[src/rtl/counter_pkg.sv]
// Shared definitions for the multi-code counter: output-code selectors and
// the binary-to-Gray conversion used on the registered output path.
package counter_pkg;

    localparam logic [1:0] MODE_BIN     = 2'b00;
    localparam logic [1:0] MODE_GRAY    = 2'b01;
    localparam logic [1:0] MODE_JOHNSON = 2'b10;
    localparam logic [1:0] MODE_RSVD    = 2'b11;

    // Works for any width up to 32; callers size-cast the result to their width.
    function automatic logic [31:0] bin2gray(input logic [31:0] bin);
        return bin ^ (bin >> 1);
    endfunction

endpackage

[src/rtl/counter_johnson.sv]
// Johnson (twisted-ring) register with 2*WIDTH states, synchronous clear and
// terminal-state decode for the current count direction.
module counter_johnson #(
    parameter int WIDTH = 4
) (
    input  logic             clk,
    input  logic             reset,
    input  logic             clear,
    input  logic             enable,
    input  logic             up,
    output logic [WIDTH-1:0] q,
    output logic [WIDTH-1:0] q_next,
    output logic             terminal
);

    localparam logic [WIDTH-1:0] TERM_UP   = {1'b1, {(WIDTH-1){1'b0}}};
    localparam logic [WIDTH-1:0] TERM_DOWN = {{(WIDTH-1){1'b0}}, 1'b1};

    logic [WIDTH-1:0] q_q;
    logic [WIDTH-1:0] q_d;

    always_comb begin
        // NOTE: default first so every path assigns q_d and no latch is inferred.
        q_d = q_q;
        if (clear) begin
            q_d = '0;
        end else if (enable) begin
            q_d = up ? {q_q[WIDTH-2:0], ~q_q[WIDTH-1]}
                     : {~q_q[0], q_q[WIDTH-1:1]};
        end
    end

    // NOTE: non-blocking assignment so every flop samples pre-edge values.
    always_ff @(posedge clk) begin
        if (reset) begin
            q_q <= '0;
        end else begin
            q_q <= q_d;
        end
    end

    assign q        = q_q;
    assign q_next   = q_d;
    assign terminal = up ? (q_q == TERM_UP) : (q_q == TERM_DOWN);

endmodule

[src/rtl/counter_multi.sv]
// Up/down counter with runtime-selectable binary, Gray or Johnson output code,
// parallel load, wrap/saturate policy and a terminal-count flag.
module counter_multi #(
    parameter int WIDTH     = 4,
    parameter int MAX_COUNT = 2**WIDTH-1,
    parameter bit WRAP      = 1'b1
) (
    input  logic             clk,
    input  logic             reset,
    input  logic             enable,
    input  logic             up,
    input  logic [1:0]       mode,
    input  logic             load,
    input  logic [WIDTH-1:0] load_val,
    output logic [WIDTH-1:0] count_out,
    output logic             tc
);

    import counter_pkg::*;

    localparam logic [WIDTH-1:0] MAX_IDX = WIDTH'(MAX_COUNT);

    logic [1:0]       mode_q, mode_d;
    logic [WIDTH-1:0] idx_q, idx_d;
    logic [WIDTH-1:0] count_q, count_d;

    logic             mode_change;
    logic             is_johnson;
    logic             j_en;
    logic             j_terminal;
    logic             bg_terminal;
    logic             load_eff;
    logic [WIDTH-1:0] j_q, j_next;

    assign mode_change = (mode != mode_q);
    assign is_johnson  = (mode_q == MODE_JOHNSON);
    assign j_en        = enable & is_johnson;
    // Load never reaches the Johnson register, so it cannot suppress a Johnson step.
    assign load_eff    = load & ~is_johnson;
    assign bg_terminal = up ? (idx_q == MAX_IDX) : (idx_q == '0);

    counter_johnson #(.WIDTH(WIDTH)) u_johnson (
        .clk      (clk),
        .reset    (reset),
        .clear    (mode_change),
        .enable   (j_en),
        .up       (up),
        .q        (j_q),
        .q_next   (j_next),
        .terminal (j_terminal)
    );

    always_comb begin
        mode_d = mode_q;
        idx_d  = idx_q;
        if (mode_change) begin
            mode_d = mode;
            idx_d  = '0;
        end else if (!is_johnson) begin
            if (load) begin
                idx_d = (load_val > MAX_IDX) ? MAX_IDX : load_val;
            end else if (enable) begin
                if (up) begin
                    idx_d = (idx_q == MAX_IDX) ? (WRAP ? '0 : idx_q) : idx_q + WIDTH'(1);
                end else begin
                    idx_d = (idx_q == '0) ? (WRAP ? MAX_IDX : idx_q) : idx_q - WIDTH'(1);
                end
            end
        end
    end

    // Encode the next state here so count_out comes straight off a flop.
    always_comb begin
        count_d = '0;
        if (!mode_change) begin
            case (mode_q)
                MODE_GRAY:          count_d = WIDTH'(bin2gray(32'(idx_d)));
                MODE_JOHNSON:       count_d = j_en ? j_next : j_q;
                MODE_BIN, MODE_RSVD: count_d = idx_d;
                default:            count_d = idx_d;
            endcase
        end
    end

    always_ff @(posedge clk) begin
        if (reset) begin
            mode_q  <= MODE_BIN;
            idx_q   <= '0;
            count_q <= '0;
        end else begin
            mode_q  <= mode_d;
            idx_q   <= idx_d;
            count_q <= count_d;
        end
    end

    assign count_out = count_q;
    assign tc = ~reset & ~mode_change & enable & ~load_eff
              & (is_johnson ? j_terminal : bg_terminal);

endmodule
[config.mk]
export PLATFORM = sky130hd
export DESIGN_NAME = counter_multi
export DESIGN_NICKNAME = d
export VERILOG_FILES = /design/src/rtl/counter_pkg.sv /design/src/rtl/counter_johnson.sv /design/src/rtl/counter_multi.sv
export SDC_FILE = /design/constraint.sdc
export NUM_CORES = 1
export LEC_CHECK = 0
export CORE_ASPECT_RATIO = 1.1
export CORE_MARGIN = 5
export CORE_UTILIZATION = 45
export CTS_BUF_LIST = sky130_fd_sc_hd__clkbuf_4 sky130_fd_sc_hd__clkbuf_8
export CTS_CLUSTER_SIZE = 20
export DETAILED_ROUTE_END_ITERATION = 12
export GPL_TIMING_DRIVEN = 0
export PLACE_DENSITY = 0.67
export SLEW_MARGIN = 20
export SYNTH_ARGS = -nofsm -noshare
export SYNTH_HDL_FRONTEND = slang
export SYNTH_SLANG_ARGS = --single-unit
[constraint.sdc]
create_clock -name clk -period 2.5 [get_ports clk]
set_input_delay 0.5 -clock clk [delete_from_list [all_inputs] [get_ports clk]]
set_output_delay 0.5 -clock clk [all_outputs]
set_load 0.005 [all_outputs]
Word level (Yosys, flattened, before mapping):

Cells that the tools add are included.

* bits in registers: 14
* latch bits: 0
* memory bits (writable): 0
* ROM bits: 0
* input bits: 11
* output and inout port bits: 5
* logic and storage cells: 47
* memories: 0

* add/subtract/negate cells: 2
* multiply operators: 0
* div/mod/pow operators: 0
* order comparisons: 1
* eq/ne operators: 7
* shift-type cells: 0
* muxes and demuxes: 16
* bitwise gates (word level): 13
* reduce and logical (&&, ||, !) cells: 4

Operators with widths (count)
* $mux 4: 12
* $pmux 4 s3: 1
* $eq 4x4->1 const B: 2
* $and 1x1->1: 6
* $not 1->1: 6
* $add 4x1->4 const B: 1
* $eq 2x2->1 const B: 2
* $eq 4x1->1 const B: 1
* $gt 4x4->1 const B: 1
* $logic_not 4->1: 1
* $reduce_or 2->1: 2
* $sub 4x1->4 const B: 1
* $xor 4x3->4: 1
* $mux 1: 3
* $eq 2x1->1 const B: 1
* $logic_not 2->1: 1
* $ne 2x2->1: 1

Depth between registers and ports, before layout:

* depth after elaboration: 9
* mapped depth: 8
* depth with buffers taken out: 8

By module:

A second synthesis with hierarchy kept.

* cell total of the unflattened synthesis: 134
* area, all modules: 1143.6 um^2

Modules (own cells, without submodules)
* counter_multi: instances 1, cells each 102, area an instance 839.6 um^2, sequential area each 200.2 um^2
* counter_johnson: instances 1, cells each 32, area an instance 304.0 um^2, sequential area each 80.1 um^2

Worst setup path after synthesis:

No wires, ideal clock.

* kind: in2out
* from: input port up
* to: output port tc
* data arrival time: 1488 ps
* required time: 2000 ps
* path slack: 512 ps
* cell stages on the path: 6
* cell sequence: buf_6 > buf_2 > or3_1 > o21ai_0 > a32oi_1 > nor3_1

* cells in the longest elaborated chain, start to end: 3

RTL lines
* from (decl): line counter_multi.sv:11 `input logic up,`
* $mux 1 (on tied branches): line counter_multi.sv:40, counter_johnson.sv:44
* $mux 1 (*): line counter_multi.sv:99 `& (is_johnson ? j_terminal : bg_terminal);`
* $and 1x1->1 (*): line counter_multi.sv:99
* to (decl): line counter_multi.sv:16 `output logic tc`

Mark *: on every way between the ends. The rest lies on a longest branch, timed or not.

Worst setup path in the final report:

* from: register mode_q[1]
* to: output port tc

* cells in the longest elaborated chain, start to end: 6

RTL lines
* from (decl): line counter_multi.sv:23 `logic [1:0] mode_q, mode_d;`
* from (signal assigned): line counter_multi.sv:91 `mode_q <= mode_d;`
* $ne 2x2->1 / $eq 2x2->1 (equally long branches): line counter_multi.sv:35, counter_multi.sv:36
* $not 1->1 (on tied branches): line counter_multi.sv:98, counter_multi.sv:39
* $and 1x1->1 (on tied branches): line counter_multi.sv:98, counter_multi.sv:39
* $and 1x1->1 / $not 1->1 (equally long branches): line counter_multi.sv:98 `assign tc = ~reset & ~mode_change & enable & ~load_eff`
* $and 1x1->1: line counter_multi.sv:98
* $and 1x1->1 (*): line counter_multi.sv:99

Marked as above.

==> results.py <==
metrics = {
    "global_routing": {
        "grt_pass1_wl_um": 4130,
        "grt_usage": 0.153,
        "grt_pass1_vias": 951,
        "grt.overflow.total": 0,
        "antenna_found_initial": 0,
        "grt_max_degree": 11,
    },
    "min_path": {
        "hold_path_class": "flip-flop to flip-flop",
    },
    "pwr": {
        "total_power_mw": 0.490,
        "leakage_nw": 0.486,
        "peakVddDrop_uv": 289,
        "p_per_area_nw_per_um2": 380,
    },
    "finish": {
        "drive_gt1_frac": 0.148,
        "finalInstanceArea_sq_um": 1290,
        "final_cell_mix": "dfxtp_1, nor2_1, clkdlybuf4s50_1",
        "layout_commonest_cell": "dfxtp_1",
        "fin_nets": 167,
        "syn_to_final_growth_pct": 22.6,
        "fillers": 210,
        "antenna_cells": 0,
    },
    "clock_tree": {
        "cts.hold.buffers_added": 0,
        "root_buffer": "clkbuf_4",
        "clk_path_buf_depth": 2,
        "tritoncts": "yes",
        "postCtsSetupRepairBufs": 0,
        "clk_latency_ns": 0.28,
        "cts.sinks": 14,
        "clk_pin_slew_worst_paths_ns": 0.08,
        "cts_made_buffers": 3,
        "cts_max_level": 1,
    },
    "setup_path": {
        "slowest_delay_ns": 0.41,
        "crit_type": "flip-flop to output port",
        "cp_top_family": "buffers and inverters",
        "cp-end-kind": "output port",
        "startpoint_type": "flip-flop",
        "crit_slowest_cell": "dfxtp_1",
        "worstPathRequired_ns": 2.00,
        "arrival_ns": 1.84,
        "path_buf_inv": 2,
        "path_cells": "ha_1 -> buf_2 -> a32oi_1 -> nor3_2 -> dlygate4sd2_1",
        "cp_max_fo": 10,
    },
    "sta": {
        "post-route-period-util": 0.935,
        "fin_crit_ns": 2.34,
        "whs_ns": 0.524,
        "rsz0062_at_grt": "no",
        "slew_violations": 0,
        "layout_setup_ws_ns": 0.163,
        "tightest_slew_ns": 0.383,
        "relSlewSlack": 0.738,
        "timing.setup.tns_ns": 0,
        "hold_violations": 0,
        "max_clock_freq_ghz": 0.428,
        "skew_ns": 0.00131,
        "setup_violations": 0,
    },
    "yosys": {
        "synthArstFlopShare": 0,
        "syn_area_sq_um": 1050,
        "ys_ff_latch": 14,
        "seq_area_frac_synth": 0.266,
        "syn_nets": 148,
        "synth.avg_cell_area_sq_um": 7.98,
        "netlist_instances": 132,
        "synth_cell_types": 45,
        "yosys_most_used_dff": "dfxtp_1",
        "ys_warn_count": 0,
        "synth_edf_count": 0,
    },
    "detailed_routing": {
        "drcViolationCount": 0,
        "drt-initial-drc-count": 15,
        "vias": 1002,
        "totalWireLength_um": 2520,
        "routed_via_density": 5.60,
        "ant_nets": 0,
        "post_drt_wl_per_cell_um": 14.1,
        "first_pass_iters": 4,
    },
    "die": {
        "ioPinCount": 16,
        "die_y_um": 60.7,
        "fp-row-count": 18,
        "die-area_sq_um": 3410,
        "core_area_sq_um": 2250,
        "start_util": 0.468,
        "die-width_um": 56.1,
    },
    "place": {
        "dp.final_hpwl_um": 1900,
        "dp_slack_ns": -0.364,
        "gp_congestion": 0.863,
        "port_buffers": 14,
        "placed_area_sq_um": 1230,
    },
    "status": {
        "status": "finished clean",
    },
    "job": {
        "drv_cap": 0,
    },
}
Yosys cell counts (all sizes together) (3+ instances only):
cell type   n  area, sq um
nor3        4         20.0
a211oi      6         55.1
a21oi       8         40.0
o21ai      10         53.8
nand3       3         15.0
nor2       15         61.3
xor2        3         26.3
inv        10         37.5
nor2b       4         25.0
dfxtp      14          280
ha          5         62.6
and2        3         18.8
nand2       6         22.5
nand2b      3         18.8
buf         6         36.3
layer usage:
metal | global-route usage | vias up | wire [um] | share of wire
met5 | 0 | - | 0 | 0
met4 | 0.0712 | 0 | 61 | 0.024
met3 | 0.0149 | 7 | 101 | 0.040
met2 | 0.277 | 29 | 1220 | 0.48
met1 | 0.185 | 459 | 1140 | 0.45
li1 | - | 507 | - | -
area by class of cell:
| class | instances | area, sq um | area share |
|---|---|---|---|
| multi-input combinational | 101 | 721 | 0.558 |
| timing repair buffer | 14 | 146 | 0.113 |
| clock buffer | 3 | 22.5 | 0.0174 |
| sequential | 14 | 280 | 0.217 |
| inverter | 10 | 37.5 | 0.0291 |
| tap | 30 | 37.5 | 0.0291 |
| buffer | 7 | 46.3 | 0.0359 |
kinds of logic after synthesis:
group	after synthesis	share of synthesized area
DFF	14	0.266
and+or+nand+nor	50	0.257
AOI/OAI and AO/OA	38	0.273
xor gates and xnor gates	5	0.0416
buffers and inverters	17	0.0736
muxes	3	0.0297
adders and majority gates	5	0.0594
metrics by stage:
stage | utilization | std cells
finish | 0.573 | 179
global route | 0.573 | 179
CTS | 0.561 | 179
detailed placement | 0.547 | 176
global placement | 0.547 | 176
floorplan | - | 132
sequential cells by signal, indices dropped and copies added (netlist names):
| name | cells |
|---|---|
| u_johnson.q | 4 |
| count_out | 4 |
| mode_q | 2 |
| idx_q | 4 |
final timing paths:
check / start / to / slack (ns) / cells past startpoint
setup / recovery: mode_q[1]$_SDFFE_PP0P_ / tc / 0.16 / 5
hold reg to reg: u_johnson.q[0]$_SDFF_PP0_ / u_johnson.q[0]$_SDFF_PP0_ / 0.52 / 2
setup reg to reg: idx_q[1]$_SDFF_PP0_ / count_out[1]$_SDFF_PP0_ / 0.41 / 8
hold / removal: u_johnson.q[0]$_SDFF_PP0_ / u_johnson.q[0]$_SDFF_PP0_ / 0.52 / 2
worst min-delay path, cell delays in order (launching register included):
cell	delay (ns)
dfxtp_1	0.35
nand2b_1	0.08
a21oi_1	0.06
timing repair:
| item | 4_1_cts | 5_1_grt |
|---|---|---|
| cloned | 0 | 0 |
| gates resized for setup | 4 | 6 |
| pin swaps | 0 | 1 |
| endpoints found under the setup margin | 1 | 1 |
report_power, final:
part	internal (mW)	switching, mW	total (mW)
logic	0.0578	0.0701	0.128
clock network	0.0560	0.0695	0.126
registers	0.229	0.00793	0.237
total	0.343	0.148	0.490
Note: power is estimated with default switching activity, not from simulation.
